`src/rtl/bf16_pkg.sv`:
```
// bf16_pkg: shared BFloat16 definitions for the reduction datapath.
//   bf16_t        packed {sign, exponent, mantissa}
//   BF16_POS_ZERO +0.0 constant used to clear the accumulator
//   acc_state_e   reduction controller states
package bf16_pkg;

  localparam int BF16_EXP_W = 8;
  localparam int BF16_MAN_W = 7;

  typedef struct packed {
    logic                  s;
    logic [BF16_EXP_W-1:0] e;
    logic [BF16_MAN_W-1:0] m;
  } bf16_t;

  localparam bf16_t BF16_POS_ZERO = '{s: 1'b0, e: '0, m: '0};

  typedef enum logic {
    ACC  = 1'b0,
    DONE = 1'b1
  } acc_state_e;

endpackage

```
`src/rtl/bf16_add.sv`:
```
// bf16_add: combinational BFloat16 adder, round-to-nearest-even.
//   a_s/a_e/a_m  operand A (sign, exponent, mantissa)
//   b_s/b_e/b_m  operand B
//   y_s/y_e/y_m  rounded sum
// Exponent 0 is treated as zero (no subnormals); results below the
// normal range flush to a signed zero, results above it become infinity.
// An exact cancellation gives +0; two zeros of the same sign keep that sign.
module bf16_add
  import bf16_pkg::*;
(
  input  logic                  a_s,
  input  logic [BF16_EXP_W-1:0] a_e,
  input  logic [BF16_MAN_W-1:0] a_m,
  input  logic                  b_s,
  input  logic [BF16_EXP_W-1:0] b_e,
  input  logic [BF16_MAN_W-1:0] b_m,
  output logic                  y_s,
  output logic [BF16_EXP_W-1:0] y_e,
  output logic [BF16_MAN_W-1:0] y_m
);

  // Significands carry 16 extra fraction bits: hidden bit at [23], mantissa
  // [22:16], and room for guard plus sticky after alignment; [24] is carry.
  logic                     swap;
  logic                     l_s, s_s;
  logic [BF16_EXP_W-1:0]    l_e, s_e, d;
  logic [BF16_MAN_W-1:0]    l_m, s_m;
  logic [7:0]               l_mh, s_mh;
  logic [24:0]              l_ext, s_ext, s_sh, sum;
  logic                     sticky, sub, rnd, carry;
  logic [4:0]               lead;
  logic [23:0]              norm;
  logic [7:0]               frac_r;
  logic signed [10:0]       ex;

  always_comb begin
    // Order operands by magnitude so the subtraction never goes negative.
    swap  = {b_e, b_m} > {a_e, a_m};
    l_s   = swap ? b_s : a_s;
    l_e   = swap ? b_e : a_e;
    l_m   = swap ? b_m : a_m;
    s_s   = swap ? a_s : b_s;
    s_e   = swap ? a_e : b_e;
    s_m   = swap ? a_m : b_m;
    l_mh  = (l_e == 8'd0) ? 8'd0 : {1'b1, l_m};
    s_mh  = (s_e == 8'd0) ? 8'd0 : {1'b1, s_m};
    d     = l_e - s_e;
    l_ext = {1'b0, l_mh, 16'h0000};
    s_ext = {1'b0, s_mh, 16'h0000};

    // Bits shifted out are folded into the LSB so rounding still sees them.
    if (d >= 8'd25) begin
      s_sh   = '0;
      sticky = |s_mh;
    end else begin
      s_sh   = s_ext >> d;
      sticky = |(s_ext & ((25'd1 << d) - 25'd1));
    end
    s_sh[0] = s_sh[0] | sticky;

    sub = l_s ^ s_s;
    sum = sub ? (l_ext - s_sh) : (l_ext + s_sh);

    lead = 5'd0;
    for (int i = 0; i < 25; i++) begin
      if (sum[i]) lead = 5'(i);
    end

    // Leading one lands just above norm[23]; it is implied and dropped.
    norm   = sum[23:0] << (5'd24 - lead);
    rnd    = norm[16] & ((|norm[15:0]) | norm[17]);
    frac_r = {1'b0, norm[23:17]} + 8'(rnd);
    carry  = frac_r[7];
    ex     = $signed({3'b000, l_e}) + $signed({6'b000000, lead})
             - 11'sd23 + $signed({10'b0, carry});

    y_s = l_s;
    y_e = '0;
    y_m = '0;
    if (sum == 25'd0) begin
      y_s = sub ? 1'b0 : l_s;
    end else if (ex <= 11'sd0) begin
      y_e = '0;
    end else if (ex >= 11'sd255) begin
      y_e = 8'hff;
    end else begin
      y_e = ex[7:0];
      y_m = frac_r[6:0];
    end
  end

endmodule

```
`src/rtl/bf16_acc.sv`:
```
// bf16_acc: streaming BFloat16 reduction around bf16_add.
//   clk, nreset                 clock, synchronous active-low reset
//   valid_i/ready_o, last_i     term handshake; last_i closes early
//   s_i/e_i/m_i                 input term
//   valid_o/ready_i             result handshake
//   s_o/e_o/m_o                 registered sum
//   cnt_o                       terms folded into the current/presented sum
module bf16_acc
  import bf16_pkg::*;
#(
  parameter  int LEN   = 8,
  localparam int CNT_W = $clog2(LEN + 1)
) (
  input  logic                  clk,
  input  logic                  nreset,
  input  logic                  valid_i,
  output logic                  ready_o,
  input  logic                  last_i,
  input  logic                  s_i,
  input  logic [BF16_EXP_W-1:0] e_i,
  input  logic [BF16_MAN_W-1:0] m_i,
  output logic                  valid_o,
  input  logic                  ready_i,
  output logic                  s_o,
  output logic [BF16_EXP_W-1:0] e_o,
  output logic [BF16_MAN_W-1:0] m_o,
  output logic [CNT_W-1:0]      cnt_o
);

  acc_state_e            state;
  bf16_t                 acc;
  logic                  sum_s;
  logic [BF16_EXP_W-1:0] sum_e;
  logic [BF16_MAN_W-1:0] sum_m;
  logic [CNT_W-1:0]      cnt_nxt;
  logic                  close;

  bf16_add u_add (
    .a_s (acc.s),
    .a_e (acc.e),
    .a_m (acc.m),
    .b_s (s_i),
    .b_e (e_i),
    .b_m (m_i),
    .y_s (sum_s),
    .y_e (sum_e),
    .y_m (sum_m)
  );

  assign cnt_nxt = cnt_o + CNT_W'(1);
  // The LEN-th term closes the reduction whether or not last_i is also set.
  assign close   = (cnt_nxt == CNT_W'(LEN)) || last_i;

  // ready_o/valid_o are registers so neither depends on ready_i or valid_i.
  always_ff @(posedge clk) begin
    if (!nreset) begin
      state   <= ACC;
      acc     <= BF16_POS_ZERO;
      cnt_o   <= '0;
      ready_o <= 1'b1;
      valid_o <= 1'b0;
      s_o     <= 1'b0;
      e_o     <= '0;
      m_o     <= '0;
    end else begin
      case (state)
        ACC: begin
          if (valid_i) begin
            acc   <= '{s: sum_s, e: sum_e, m: sum_m};
            cnt_o <= cnt_nxt;
            if (close) begin
              state   <= DONE;
              ready_o <= 1'b0;
              valid_o <= 1'b1;
              s_o     <= sum_s;
              e_o     <= sum_e;
              m_o     <= sum_m;
            end
          end
        end
        DONE: begin
          // Result data registers keep their value after the handshake.
          if (ready_i) begin
            state   <= ACC;
            acc     <= BF16_POS_ZERO;
            cnt_o   <= '0;
            ready_o <= 1'b1;
            valid_o <= 1'b0;
          end
        end
        default: begin
          state   <= ACC;
          ready_o <= 1'b1;
          valid_o <= 1'b0;
        end
      endcase
    end
  end

endmodule

```
`config.mk`:
```
export PLATFORM = sky130hd
export DESIGN_NAME = bf16_acc
export DESIGN_NICKNAME = d
export VERILOG_FILES = /design/src/rtl/bf16_pkg.sv /design/src/rtl/bf16_add.sv /design/src/rtl/bf16_acc.sv
export SDC_FILE = /design/constraint.sdc
export NUM_CORES = 1
export LEC_CHECK = 0
export CAP_MARGIN = 25
export CORE_MARGIN = 1
export CORE_UTILIZATION = 29
export DETAILED_ROUTE_END_ITERATION = 7
export GPL_ROUTABILITY_DRIVEN = 0
export PLACE_DENSITY = 0.44
export SLEW_MARGIN = 20
export SYNTH_ARGS = -nofsm -noshare
export SYNTH_HDL_FRONTEND = slang
export SYNTH_SLANG_ARGS = --single-unit
```
`constraint.sdc`:
```
create_clock -name clk -period 18.2 [get_ports clk]
set_clock_uncertainty 0.2 [all_clocks]
set_input_delay 3.64 -clock clk [delete_from_list [all_inputs] [get_ports clk]]
set_output_delay 3.64 -clock clk [all_outputs]
set_load 0.05 [all_outputs]
```
-- Word level (Yosys, flattened, before mapping)
Index checks and enable logic that the tools add are counted.
- bits in registers: 39
- bits of input ports: 21
- add/sub/neg operators: 10
- magnitude comparators: 4
- eq/ne operators: 4
- shifts and indexed selects: 3
- muxes and demuxes: 61
- bitwise gates (word level): 6
- reduce and logical (&&, ||, !) cells: 10
- operators by type and width (operator ; number):
    8-bit 2-to-1 mux ; 7
    25-bit 2-to-1 mux ; 2
    5-bit 2-to-1 mux ; 9
    4-bit 2-to-1 mux ; 10
    7-bit 2-to-1 mux ; 5
    16-bit 2-to-1 mux ; 2
    16-bit one-hot mux with 2 select lines ; 1
    24-bit by 25-bit adder with 25-bit output ; 1
    24-bit by 25-bit AND with 25-bit output ; 1
    25-bit logical NOT ; 1
    25-bit OR reduction ; 1
    1-bit by 8-bit << shifter with 25-bit output (first input constant) ; 1
    24-bit by 8-bit >> shifter with 25-bit output ; 1
    24-bit by 25-bit subtractor with 25-bit output ; 1
    25-bit by 1-bit subtractor with 25-bit output (second input constant) ; 1
    24-bit by 5-bit << shifter with 24-bit output ; 1
    8-bit logical NOT ; 2
    16-bit OR reduction ; 1
    15-bit > comparator ; 1
    1-bit 2-to-1 mux ; 15
    3-bit 2-to-1 mux ; 4
    11-bit by 2-bit adder with 11-bit output ; 1
    11-bit by 9-bit >= comparator with 1-bit output (second input constant) ; 1
    11-bit by 1-bit <= comparator with 1-bit output (second input constant) ; 1
    other kinds (20) ; 27

-- Longest topological paths before layout
Gate-level depths: netlist (run 1).
- word-level depth: 48
- mapped depth: 68

-- By module
From an unflattened synthesis (run 1), not the netlist that was laid out.
- cells, all modules: 1249
- area, all modules: 9484.1 µm²
- by module, submodules not included (module ; times used ; cells each ; area an instance (µm²)):
    bf16_add ; 1 ; 1085 ; 7857.5
    bf16_acc ; 1 ; 164 ; 1626.6

-- Worst setup path after synthesis (run 1)
No wires, ideal clock.
- kind: input to register
- start: input e_i[4]
- end: register acc[2] in the netlist's numbering
- library setup time: 122 ps
- data arrival time: 15094 ps
- setup slack: 2784 ps
- cell stages on the path: 60
- buffers on the path: 11
- cell sequence: ha_1 > buf_6 > nand4_4 > nor2_1 > o21ai_0 > clkbuf_1 > a21oi_1 > clkbuf_1 > clkbuf_1 > clkbuf_1 > mux2i_1 > ha_1 > clkbuf_1 > clkbuf_1 > nor3_1 > o211ai_1 > o31a_1 > or3_1 > [24 not listed] > mux4_2 > nand2b_1 > a31oi_1 > nand4_1 > nor2_1 > nand2_1 > ha_1 > inv_1 > ha_1 > nand2_1 > inv_1 > a31oi_1 > o21bai_1 > xnor2_1 > or4b_1 > a21oi_2 > nor4b_1 > o311a_1
- longest elaborated chain between the ends: 48
- ends and longest elaborated chain (item ; RTL line ; source):
    start: declaration ; bf16_acc.sv:20 ; input logic [BF16_EXP_W-1:0] e_i,
    15-bit > comparator ; bf16_add.sv:38 ; swap = {b_e, b_m} > {a_e, a_m};
    8-bit 2-to-1 mux (on tied branches) ; bf16_add.sv:40, bf16_add.sv:43 ;
    8-bit subtractor ; bf16_add.sv:47 ; d = l_e - s_e;
    1-bit by 8-bit << shifter with 25-bit output ; bf16_add.sv:57 ; sticky = |(s_ext & ((25'd1 << d) - 25'd1));
    25-bit by 1-bit subtractor with 25-bit output ; bf16_add.sv:57 ;
    24-bit by 25-bit AND with 25-bit output ; bf16_add.sv:57 ;
    25-bit OR reduction ; bf16_add.sv:57 ;
    1-bit 2-to-1 mux ; bf16_add.sv:52 ; if (d >= 8'd25) begin
    [32 not listed] ; - ;
    7-bit by 1-bit adder with 8-bit output ; bf16_add.sv:72 ; frac_r = {1'b0, norm[23:17]} + 8'(rnd);
    11-bit by 2-bit adder with 11-bit output ; bf16_add.sv:75 ; - 11'sd23 + $signed({10'b0, carry});
    11-bit by 9-bit >= comparator with 1-bit output ; bf16_add.sv:84 ; end else if (ex >= 11'sd255) begin
    7-bit 2-to-1 mux ; bf16_add.sv:84 ;
    7-bit 2-to-1 mux ; bf16_add.sv:82 ; end else if (ex <= 11'sd0) begin
    7-bit 2-to-1 mux (*) ; bf16_add.sv:80 ; if (sum == 25'd0) begin
    16-bit 2-to-1 mux (*) ; bf16_acc.sv:68 ; if (valid_i) begin
    16-bit one-hot mux with 2 select lines (*) ; bf16_acc.sv:66 ; case (state)
    end signal: assignment ; bf16_acc.sv:69 ; acc <= '{s: sum_s, e: sum_e, m: sum_m};
    end: declaration ; bf16_acc.sv:31 ; bf16_t acc;
Every way passes the cells marked *; elsewhere a longest branch is shown, timed or not. The select of a mux whose other input is x is not followed.
A chain may end at the register's enable or synchronous reset.

-- Worst setup path in the final report (run 1)
- start: input e_i[0]
- end: register acc[5] in the netlist's numbering
The elaborated chain is that of the path after synthesis.

==> reports/metrics.cfg, run 1 <==
[global_routing]
grt.total_usage = 0.2168
antenna_found_initial = 0
grt_pass1_vias = 9126
grt.overflow.total = 0
grt_max_degree = 38
grt_pass1_wl_mm = 53.11

[cts]
cts_sinks = 39
clk_pin_slew_ns = 0.06
clockRootBuffer = clkbuf_16
cts_tree = yes
postCtsSetupBuffers = 0
cts_buffers = 5
clockBufferDepth = 2
clkLatencyLatePin_ns = 0.29
ctsResizeCount = 0
cts_max_level = 2
cts_hold_buf = 0

[logic_synthesis]
syn-mean-instance-area_sq_um = 7.178
ys_top_cells_by_count = nand2_1, a21oi_1, nor2_1
synth-edff-count = 0
synthCells = 1218
syn-cell-area_sq_um = 8743
yosysTopAreaCell = dfxtp_1
synth_ff_type = dfxtp_1
synth.most_common_cell = nand2_1
synth_fp_nets = 1284
ys_ff_latch = 39
synthTopCellsByArea = dfxtp_1, ha_1, mux4_2
ys_seq_area_frac = 0.08930
async_reset_ff_frac = 0
synth_cell_types = 113
yosys_warnings = 0
synth.top_cell.area_share = 0.08930

[outcome]
status = finished, final reports clean

[setup_path]
required_ns = 18.18
r2r_end = acc[5]$_SDFFE_PN0P_
critPathSlowestCell = or4_1
rr_startpoint = acc[7]$_SDFFE_PN0P_
crit_fanout = 25
crit_path_max_incr_delay_ns = 0.75
crit_path_end_kind = flop
cp.arrival_ns = 17.06
crit_top_cell = ha_1
rrSetupSlack_ns = 4.49
reg2reg_depth = 52
start_kind = input port
crit_type = in -> reg

[routing]
routed_wl_mm = 33.51
ant_nets = 0
first_iter_violations = 814
drc_errors = 0
viasPerCell = 6.006
wl_per_cell_um = 20.83
vias = 9664
first_pass_iters = 5

[sta]
hold_viol = 0
slew_headroom = 0.4289
report.final.slew_viol_count = 0
finalSetupTns_ns = 0
period_minus_slack_ns = 17.09
fin_ws_ns = 1.114
tightest_slew_ns = 0.8488
rsz0062_at_grt = false
finalCritPeriodShare = 0.9388
setup_viol = 0
clock.fmax_mhz = 58.53

[floorplan]
initial_core_util = 0.2950
dieArea_sq_um = 30850
fp-row-count = 63
die_h_um = 175.6
io_pins = 43
core_area_sq_um = 29640
die_w_um = 175.6

[worst_hold_path]
whs_path_depth = 2
min_to = e_o[4]$_SDFFE_PN0P_
hold_class = reg -> reg
hold_start = e_o[4]$_SDFFE_PN0P_

[final_layout]
finalNonFillerCells = 1609
drive_gt1_frac = 0.1001
antenna_cells = 0
fillers = 3302
areaGrowthSynthToFinish_pct = 10.03
fin_nets = 1285

[flow_run]
maxCapViolations = 0

[place]
hpwl_mm = 27.18
place_ws_ns = 0.9466
dp_cells = 1601
io_buffers = 42

state kept, by name (all words and copies together) (netlist names):
register	cells
e_o	8
state	1
valid_o	1
ready_o	1
acc	16
s_o	1
cnt_o	4
m_o	7
metal layers:
| layer | global-route usage | routed length [um] | up-vias |
|---|---|---|---|
| met2 | 0.3440 | 14830 | 325 |
| met5 | 0 | 0 | - |
| met3 | 0.02338 | 1561 | 63 |
| li1 | - | - | 4659 |
| met1 | 0.3006 | 15870 | 4617 |
| met4 | 0.08007 | 1247 | 0 |
cell usage in the layout (no fill, tap or decap), types with 6 or more instances in the layout:
master           count
o2111ai_1            6
o31a_1               6
inv_1               51
nand4_1             13
nor2_1              94
mux2_2              10
xnor2_1             24
o31ai_1             13
a21o_1              20
a211oi_1            29
xor2_1              10
mux4_2              22
o21ai_1             26
a21boi_1             9
nor2b_1             12
nand2b_1            19
a22o_1               9
o211ai_1            26
clkdlybuf4s50_1     42
a22oi_1              6
mux2i_1             19
o22ai_1              7
nor4_1              21
nand3_1             38
buf_4               21
a21boi_0            10
a31oi_1             15
nor3_1              39
ha_1                43
nand2_1            126
o21ai_0             60
or3_1               16
and3_1              18
and2_1              30
dfxtp_1             39
o21a_1              12
a21oi_1             95
logic make-up after synthesis:
kind of cell / count (synthesis) / share of synthesized area
AOI/OAI and AO/OA: 441 / 0.3568
adders and majority gates: 45 / 0.06611
buffers and inverters: 123 / 0.06454
muxes: 53 / 0.09602
and+or+nand+nor: 482 / 0.2914
DFF: 39 / 0.08930
xor gates and xnor gates: 35 / 0.03592
worst max path at each step:
stage                          endpoint  slack, ns    from  cells past startpoint
floorplan           acc[2]$_SDFFE_PN0P_       2.78  e_i[4]                     60
global placement    acc[6]$_SDFFE_PN0P_       1.27  e_i[0]                     52
detailed placement  acc[5]$_SDFFE_PN0P_       0.95  e_i[0]                     52
CTS                 acc[5]$_SDFFE_PN0P_       1.21  e_i[0]                     52
global route        acc[5]$_SDFFE_PN0P_       0.17  e_i[0]                     52
finish              acc[5]$_SDFFE_PN0P_       1.11  e_i[0]                     52
critical path, delay by kind of cell:
family	cells	cell delay (ns)
simple gates	20	5.02
fa+ha+maj	6	1.84
compound gates	15	4.09
mux	2	0.65
buf+inv	8	1.44
xor+xnor	1	0.36
per-stage QoR:
step                        util  cell area, sq um  hold slack [ns]
after floorplan                -              8743           0.2399
after global placement    0.3187              9447           0.2535
after detailed placement  0.3189              9450           0.2420
after CTS                 0.3243              9613           0.2647
after global routing      0.3246              9620           0.2978
final                     0.3246              9620           0.2642
final cells by class:
cell class	instances	area [sq um]	area share
clock inverters	2	37.54	0.003902
clock buffers	5	125.1	0.01301
well taps	390	488.0	0.05072
flip-flops and latches	39	780.7	0.08115
inverters	53	201.4	0.02094
multi-input cells	1056	7406	0.7698
repair buffers	64	581.8	0.06048
Power of run 1 is not shown: default switching activity piles up to over one toggle a cycle in this logic, so the estimate is an artifact.
==> inputs of run 2 (changes only) <==
- CTS_CLUSTER_SIZE: unset -> 14
==> results of run 2 <==
The final DEF is identical to that of run 1; final timing and power are the same.
Power of run 2 is left out for the same reason.
==> inputs of run 3 (changes only) <==
--- a/config.mk
+++ b/config.mk
@@ -6,4 +6,5 @@
 export NUM_CORES = 1
 export LEC_CHECK = 0
+export ABC_AREA = 1
 export CAP_MARGIN = 25
 export CORE_MARGIN = 1
@@ -12,5 +13,5 @@
 export DETAILED_ROUTE_END_ITERATION = 7
 export GPL_ROUTABILITY_DRIVEN = 0
-export PLACE_DENSITY = 0.44
+export PLACE_DENSITY = 0.45
 export SLEW_MARGIN = 20
 export SYNTH_ARGS = -nofsm -noshare
--- a/constraint.sdc
+++ b/constraint.sdc
@@ -3,3 +3,3 @@
 set_input_delay 3.64 -clock clk [delete_from_list [all_inputs] [get_ports clk]]
 set_output_delay 3.64 -clock clk [all_outputs]
-set_load 0.05 [all_outputs]
+set_load 0.02 [all_outputs]
==> reports/metrics.cfg, run 3 <==
[logic_synthesis]
synth_fp_nets = 1429
synth.top_cell.area_share = 0.2028
synth.most_common_cell = nand2_1
syn-mean-instance-area_sq_um = 5.540
async_reset_ff_frac = 0
yosys_warnings = 0
ys_ff_latch = 39
ys_top_cells_by_count = nand2_1, nand3_1, inv_1
synthTopCellsByArea = nand2_1, nand3_1, dfxtp_1
syn-cell-area_sq_um = 7551
ys_seq_area_frac = 0.1034
yosysTopAreaCell = nand2_1
synth-edff-count = 0
synth_ff_type = dfxtp_1
synth_cell_types = 52
synthCells = 1363

[place]
hpwl_mm = 21.81
io_buffers = 42

[setup_path]
crit_end = acc[6]$_SDFFE_PN0P_
crit_fanout = 44
critPathSlowestCell = ha_1
crit_top_cell = nand2_1
rr_startpoint = acc[10]$_SDFFE_PN0P_
cp.arrival_ns = 15.29
crit_type = in -> reg
reg2reg_depth = 75
start_kind = input port
crit_path_max_incr_delay_ns = 0.87
crit_path_end_kind = flop
rrSetupSlack_ns = 6.29
required_ns = 18.20
crit_start = e_i[3]
r2r_end = acc[6]$_SDFFE_PN0P_

[routing]
first_iter_violations = 530
ant_nets = 0
routed_wl_mm = 26.23
first_pass_iters = 6
viasPerCell = 5.049
wl_per_cell_um = 15.47
vias = 8558
drc_errors = 0

[sta]
period_minus_slack_ns = 15.30
finalCritPeriodShare = 0.8404
setup_viol = 0
tightest_slew_ns = 0.8565
slew_headroom = 0.4290
finalSetupTns_ns = 0
report.final.slew_viol_count = 0
clock.fmax_mhz = 65.38
hold_viol = 0
rsz0062_at_grt = false

[floorplan]
dieArea_sq_um = 26690
initial_core_util = 0.2981
die_h_um = 163.4
core_area_sq_um = 25330
fp-row-count = 58
io_pins = 43
die_w_um = 163.4

[cts]
clockBufferDepth = 2
cts_hold_buf = 0
cts_tree = yes
cts_max_level = 2
ctsResizeCount = 0
clkLatencyLatePin_ns = 0.28
clockRootBuffer = clkbuf_16
clk_pin_slew_ns = 0.06
cts_buffers = 5
cts_sinks = 39
postCtsSetupBuffers = 0

[global_routing]
grt_pass1_vias = 8008
grt.overflow.total = 0
antenna_found_initial = 0
grt.total_usage = 0.1985
grt_pass1_wl_mm = 42.41
grt_max_degree = 45

[final_layout]
final_common_cell = nand2_1
drive_gt1_frac = 0.09963
multi_input_area_sq_um = 5903
top_register = acc
seqCellArea_sq_um = 780.7
antenna_cells = 0
areaGrowthSynthToFinish_pct = 10.09
reg.largest.list = acc: 16 flops, e_o: 8 flops, m_o: 7 flops
fillers = 2861
final_cell_mix = nand2_1, nand3_1, inv_1, nor2_1, a21oi_1
fin_nets = 1430
final_core_utilization = 0.3282
largest_reg_flops = 16

[outcome]
status = finished, final reports clean

[flow_run]
maxCapViolations = 0

[worst_hold_path]
whs_path_depth = 2
hold_class = reg -> reg

[run 3: kinds of logic (layout without fill, tap and decap cells)]
family                   count (synthesis)  after routing  share of synthesized area
AND/OR/NAND/NOR                        876            876                     0.5360
XOR/XNOR                                29             29                    0.04308
multiplexers                             5              5                   0.006628
AO/OA/AOI/OAI                          159            159                     0.1195
flip-flops                              39             39                     0.1034
adder cells (fa/ha/maj)                 45             45                    0.07655
buffers and inverters                  210            212                     0.1148
[run 3: area by class of cell]
cell class,instances,area share
multi-input cells,1114,0.7101
flip-flops and latches,39,0.09392
inverters,159,0.07210
repair buffers,45,0.05328
well taps,330,0.04967
clock buffers,6,0.01671
clock inverters,2,0.004214
[run 3: how the worst min path moves through the flow]
| stage | start | to | slack [ns] |
|---|---|---|---|
| after floorplan | acc[14]$_SDFFE_PN0P_ | acc[14]$_SDFFE_PN0P_ | 0.25 |
| after global placement | ready_o$_SDFFE_PN1P_ | ready_o$_SDFFE_PN1P_ | 0.28 |
| after detailed placement | ready_o$_SDFFE_PN1P_ | ready_o$_SDFFE_PN1P_ | 0.27 |
| after CTS | ready_o$_SDFFE_PN1P_ | ready_o$_SDFFE_PN1P_ | 0.29 |
| after global routing | ready_o$_SDFFE_PN1P_ | ready_o$_SDFFE_PN1P_ | 0.31 |
| final | ready_o$_SDFFE_PN1P_ | ready_o$_SDFFE_PN1P_ | 0.28 |
[run 3: critical path, delay by kind of cell]
kind	cells	cell delay, ns
AO/OA/AOI/OAI	5	1.00
buffers and inverters	11	1.49
AND/OR/NAND/NOR	53	7.00
adder cells (fa/ha/maj)	6	2.10
[run 3: metal layers]
layer	track usage	routed length (um)
met5	0	0
met4	0.03738	429
met3	0.01244	722
met2	0.3332	11990
met1	0.2779	13090
[run 3: metrics by stage]
step	setup WS [ns]	cell area, sq um	cells	hold slack, ns
floorplan	5.934	7551	1363	0.2453
global placement	2.793	8139	1687	0.2754
detailed placement	2.741	8139	1687	0.2668
CTS	2.983	8313	1695	0.2874
global route	1.446	8313	1695	0.3141
finish	2.904	8313	1695	0.2786
Power of run 3 is left out for the same reason.
